[config.mk]
export PLATFORM = sky130hd
export DESIGN_NAME = reset_run_sequencer
export DESIGN_NICKNAME = d
export VERILOG_FILES = /design/src/rtl/reset_run_sequencer.sv
export SDC_FILE = /design/constraint.sdc
export NUM_CORES = 1
export LEC_CHECK = 0
export ABC_AREA = 1
export BUFFER_PORTS_ARGS = -buffer_cell sky130_fd_sc_hd__buf_4
export CORE_MARGIN = 5
export CORE_UTILIZATION = 50
export CTS_CLUSTER_DIAMETER = 200
export DETAILED_ROUTE_END_ITERATION = 7
export GPL_TIMING_DRIVEN = 0
export PLACE_DENSITY = 0.71
export SKIP_LAST_GASP = 1
export SYNTH_ARGS = -nofsm -noshare
export SYNTH_HDL_FRONTEND = slang
export SYNTH_SLANG_ARGS = --single-unit
[constraint.sdc]
create_clock -name Clock -period 4 [get_ports Clock]
set_input_delay 0.8 -clock Clock [delete_from_list [all_inputs] [get_ports Clock]]
set_output_delay 0.8 -clock Clock [all_outputs]
set_load 0.01 [all_outputs]
[src/rtl/reset_run_sequencer.sv]
// Owns a DUT's reset and run window: PRE delay, DUT reset pulse, timed RUN window, then sticky DONE.
// Define RRS_SIGNATURE_EN to add a 16-bit MISR over the LED bus during RUN (oSignature port).
module reset_run_sequencer #(
  parameter int LED_WIDTH  = 8,
  parameter int PRE_CYCLES = 10,
  parameter int RST_CYCLES = 5,
  parameter int RUN_CYCLES = 100,
  parameter int CNT_WIDTH  = 16
) (
  input  logic                 Clock,
  input  logic                 Reset,
  input  logic [LED_WIDTH-1:0] iLed,
  input  logic                 iRestart,
  output logic                 oDutReset,
  output logic                 oRunning,
  output logic                 oDone,
  output logic [CNT_WIDTH-1:0] oChangeCount,
  output logic [LED_WIDTH-1:0] oLastLed
`ifdef RRS_SIGNATURE_EN
  ,
  output logic [15:0]          oSignature
`endif
);

  typedef enum logic [1:0] {
    ST_PRE,
    ST_RST,
    ST_RUN,
    ST_DONE
  } state_t;

  localparam logic [CNT_WIDTH-1:0] PRE_LAST = CNT_WIDTH'(PRE_CYCLES - 1);
  localparam logic [CNT_WIDTH-1:0] RST_LAST = CNT_WIDTH'(RST_CYCLES - 1);
  localparam logic [CNT_WIDTH-1:0] RUN_LAST = CNT_WIDTH'(RUN_CYCLES - 1);

  state_t               r_state;
  state_t               w_nextState;
  logic [CNT_WIDTH-1:0] r_phaseCnt;
  logic [CNT_WIDTH-1:0] w_nextPhaseCnt;
  logic                 w_restart;
  logic                 r_dutReset;
  logic                 r_running;
  logic                 r_done;
  logic [CNT_WIDTH-1:0] r_changeCount;
  logic [LED_WIDTH-1:0] r_lastLed;

  always_comb begin
    w_nextState     = r_state;
    w_nextPhaseCnt  = r_phaseCnt + CNT_WIDTH'(1);
    w_restart       = 1'b0;
    case (r_state)
      ST_PRE: begin
        if (r_phaseCnt == PRE_LAST) begin
          w_nextState    = ST_RST;
          w_nextPhaseCnt = '0;
        end
      end
      ST_RST: begin
        if (r_phaseCnt == RST_LAST) begin
          w_nextState    = ST_RUN;
          w_nextPhaseCnt = '0;
        end
      end
      ST_RUN: begin
        if (r_phaseCnt == RUN_LAST) begin
          w_nextState    = ST_DONE;
          w_nextPhaseCnt = '0;
        end
      end
      ST_DONE: begin
        w_nextPhaseCnt = r_phaseCnt;
        if (iRestart) begin
          w_nextState    = ST_PRE;
          w_nextPhaseCnt = '0;
          w_restart      = 1'b1;
        end
      end
      default: begin
        w_nextState    = ST_PRE;
        w_nextPhaseCnt = '0;
      end
    endcase
  end

  // Phase flags are decoded from the next state so each one rises on its state's first cycle.
  always_ff @(posedge Clock or posedge Reset) begin
    if (Reset) begin
      r_state       <= ST_PRE;
      r_phaseCnt    <= '0;
      r_dutReset    <= 1'b0;
      r_running     <= 1'b0;
      r_done        <= 1'b0;
      r_lastLed     <= '0;
      r_changeCount <= '0;
    end else begin
      r_state    <= w_nextState;
      r_phaseCnt <= w_nextPhaseCnt;
      r_dutReset <= (w_nextState == ST_RST);
      r_running  <= (w_nextState == ST_RUN);
      r_done     <= (w_nextState == ST_DONE);
      r_lastLed  <= iLed;
      if (w_restart) begin
        r_changeCount <= '0;
      end else if ((r_state == ST_RUN) && (iLed != r_lastLed) && (r_changeCount != '1)) begin
        r_changeCount <= r_changeCount + CNT_WIDTH'(1);
      end
    end
  end

  assign oDutReset    = r_dutReset;
  assign oRunning     = r_running;
  assign oDone        = r_done;
  assign oChangeCount = r_changeCount;
  assign oLastLed     = r_lastLed;

`ifdef RRS_SIGNATURE_EN
  logic [15:0] r_signature;

  // CRC-16-CCITT style shift with the LED sample folded into the low bits.
  always_ff @(posedge Clock or posedge Reset) begin
    if (Reset) begin
      r_signature <= 16'hFFFF;
    end else if (w_restart) begin
      r_signature <= 16'hFFFF;
    end else if (r_state == ST_RUN) begin
      r_signature <= ({r_signature[14:0], 1'b0} ^ (r_signature[15] ? 16'h1021 : 16'h0000))
                     ^ 16'(iLed);
    end
  end

  assign oSignature = r_signature;
`endif

endmodule

==> impl_metrics.toml <==
[worst_setup_path]
worst_setup_path_start_kind = "flip-flop"
endpoint_kind_of_the_worst_setup_timing_path = "flip-flop"
crit_required_ns = 4.19
critical_path.max_fanout = 10
worstRegToRegCells = 9
critical_path_class = "flip-flop to flip-flop"
data_arrival_critical_path_ns = 1.96

[placed_design]
place.gp.congestion = 0.8826
final_hpwl_from_detailed_placement_um = 4790
place.port_buffers = 37

[grt]
grt_util_met2_pct = 31.85
use_met1_pct = 23.15
track_usage_pct = 18.13
maximum_number_of_pins_on_one_net_before_global_route_repair = 36
grt_use_met3_pct = 2.978
grt_busiest_layer = "met2"
global_route_wire_length_before_repair_um = 10940
initial_antenna_violation_count = 0
gr-total-overflow = 0
number_of_global_route_vias_before_repair = 2380

[floorplan]
row_count = 27
die_h_um = 85.54
chipWidth_um = 85.54
core_um2 = 5540
io_pins = 38
design.die.area_um2 = 7316
start_util_pct = 51.49

[detailed_routing]
initial_drc_count = 121
routedWlPerCell_um = 12.60
drt_pre_antenna_iters = 4
remaining_drc_errors = 0
antenna_violating_nets_post_route = 0
route.final.wire_length_um = 6327
routed-via-count = 2625
vias_per_cell = 5.229

[synth]
most_common_library_cells_after_synthesis = "sky130_fd_sc_hd__nand2_1, sky130_fd_sc_hd__nand3_1, sky130_fd_sc_hd__dfrtp_1"
async_flop_share_pct = 100.0
synth_nets = 399
synth_top_area_share_pct = 39.47
synth_edf_count = 0
yosysSeqAreaShare_pct = 39.47
synthMostInstantiatedCell = "sky130_fd_sc_hd__nand2_1"
mappedNetlistArea_um2 = 2853
postSynthAreaPerCell_um2 = 7.429
yosysWarnings = 0
synth.largest_area_cell = "sky130_fd_sc_hd__dfrtp_1"
ys_top_cells_by_area = "sky130_fd_sc_hd__dfrtp_1, sky130_fd_sc_hd__nand2_1, sky130_fd_sc_hd__nand3_1, sky130_fd_sc_hd__nor2_1, sky130_fd_sc_hd__inv_1"
synth_top_flop_cell = "sky130_fd_sc_hd__dfrtp_1"
cell_count_after_synthesis = 384
flops_latches_synth = 45
synth_cell_type_count = 32

[finish]
syn_to_final_growth_pct = 16.89
layout-drive-gt1-share_pct = 15.35
final_core_utilization_pct = 60.19
nets = 444
antennaDiodeCount = 0

[clock_network]
tritoncts = "done"
worst_skew_pair.late_latency_ns = 0.30
cts_htree_levels = 2
cts_setup_buffers = 0
clk_root_buffer_cell = "sky130_fd_sc_hd__clkbuf_8"
cts.clk_slew.worst_paths_ns = 0.10
clock_tree.buffer_depth = 2
clkSinkCount = 45
numCtsBuffers = 5
post_cts_repair_resize_count = 0
cts_hold_buffers = 0

[sta]
final-max-slew-violation-count = 0
hold_viol = 0
setup_viol_count_final = 0
final.setup.tns_ns = 0
final_period_minus_worst_setup_slack_ns = 1.765
post-route-period-util_pct = 44.12
max_freq_mhz = 566.6
worst_slew_margin_rel_pct = 66.52
worst_margin_pin_slew_ns = 0.5022
grt_setup_unrepaired = "false"
worst_setup_skew_after_layout_ns = 0.01145

[pwr]
p_leak_nw = 1.638
report.power.total_uw = 798.6
cellPowerDensity_nw_per_um2 = 239.5
vdd.ir_drop.worst_uv = 171.3

[outcome]
status = "finished clean"

[worst_hold_path]
hold_path.class = "input pin to asynchronous set/reset pin"

[run]
timing.max_cap.violations = 0
==> placed cells by master (no fill, tap or decap), types with 2 or more instances in the layout <==
| master | netlist | final |
|---|---|---|
| sky130_fd_sc_hd__o21ai_0 | 12 | 12 |
| sky130_fd_sc_hd__dfrtp_1 | 45 | 45 |
| sky130_fd_sc_hd__nor3_1 | 5 | 5 |
| sky130_fd_sc_hd__a21oi_1 | 3 | 3 |
| sky130_fd_sc_hd__nor2_4 | 2 | 2 |
| sky130_fd_sc_hd__xnor2_1 | 7 | 7 |
| sky130_fd_sc_hd__xor2_1 | 12 | 12 |
| sky130_fd_sc_hd__ha_1 | 4 | 4 |
| sky130_fd_sc_hd__inv_1 | 37 | 36 |
| sky130_fd_sc_hd__nand4_1 | 14 | 14 |
| sky130_fd_sc_hd__nor2_2 | 5 | 5 |
| sky130_fd_sc_hd__buf_4 | 0 | 37 |
| sky130_fd_sc_hd__nand2_1 | 119 | 119 |
| sky130_fd_sc_hd__o211ai_1 | 9 | 9 |
| sky130_fd_sc_hd__clkbuf_8 | 3 | 8 |
| sky130_fd_sc_hd__nor2_1 | 42 | 42 |
| sky130_fd_sc_hd__o21bai_1 | 2 | 2 |
| sky130_fd_sc_hd__nand3_1 | 48 | 48 |
==> layout make-up <==
| type | count | area [um^2] |
|---|---|---|
| Clock inverter | 3 | 25.02 |
| Timing Repair Buffer | 38 | 297.8 |
| Sequential cell | 45 | 1126 |
| Buffer | 7 | 83.83 |
| Inverter | 38 | 142.6 |
| Clock buffer | 5 | 68.82 |
| Tap cell | 72 | 90.09 |
| Fill cell | 537 | 2206 |
| Multi-Input combinational cell | 294 | 1500 |
==> state kept, by name, indices dropped and copies added (netlist names) <==
signal,flops
r_state,2
r_phaseCnt,16
oDone,1
oRunning,1
oLastLed,8
oChangeCount,16
oDutReset,1
==> worst paths after layout <==
check	start	endpoint	slack, ns
min in group Clock	r_phaseCnt[15]	r_phaseCnt[15]	0.55
worst max-delay path	oChangeCount[0]	oChangeCount[8]	2.24
worst min-delay path	Reset	oDone	0.43
worst min register to register	r_phaseCnt[15]	r_phaseCnt[15]	0.55
worst max register to register	oChangeCount[0]	oChangeCount[8]	2.24
max in group asynchronous	Reset	oChangeCount[13]	3.11
==> critical path, cell delays in order (launching register included) <==
cell and delay (ns):
sky130_fd_sc_hd__dfrtp_1 0.43, sky130_fd_sc_hd__ha_1 0.22, sky130_fd_sc_hd__nand3_2 0.14, sky130_fd_sc_hd__nor2_4 0.19, sky130_fd_sc_hd__nand4_4 0.13, sky130_fd_sc_hd__nand3_4 0.18, sky130_fd_sc_hd__nand2_4 0.10, sky130_fd_sc_hd__buf_6 0.16
sky130_fd_sc_hd__nand2_1 0.06, sky130_fd_sc_hd__nand2_1 0.05
==> where the power goes <==
group          switching (mW)  leakage, nW  internal, mW  total, mW
Sequential            0.00293        0.548         0.459      0.462
Combinational          0.0211         1.05        0.0185     0.0396
Clock                   0.171       0.0447         0.126      0.297
Total                   0.195         1.64         0.603      0.799
==> cell families (layout without fill, tap and decap cells) <==
group	count (synthesis)	after routing	share of synthesized area, %
flops	45	45	39.47
buf+inv	45	91	7.938
compound gates	28	28	6.052
fa+ha+maj	4	4	1.754
xor+xnor	19	19	5.833
simple gates	243	243	38.95
==> per-stage QoR <==
step                hold WS (ns)  worst slack (ns)  area, um^2  cells
finish                    0.4306             2.235        3334    502
global route              0.4251             2.137        3334    502
CTS                       0.4227             2.227        3334    502
detailed placement        0.5279             2.003        3241    494
global placement          0.5210             1.491        3221    493
floorplan                 0.4877             2.141        2853    384
==> routing by layer <==
layer | vias to the layer above | share of wire (%)
li1 | 1330 | -
met1 | 1233 | 47
met2 | 55 | 48
met3 | 7 | 4.4
met4 | 0 | 0.93
met5 | - | 0
Power figures use the tool's default switching activity.
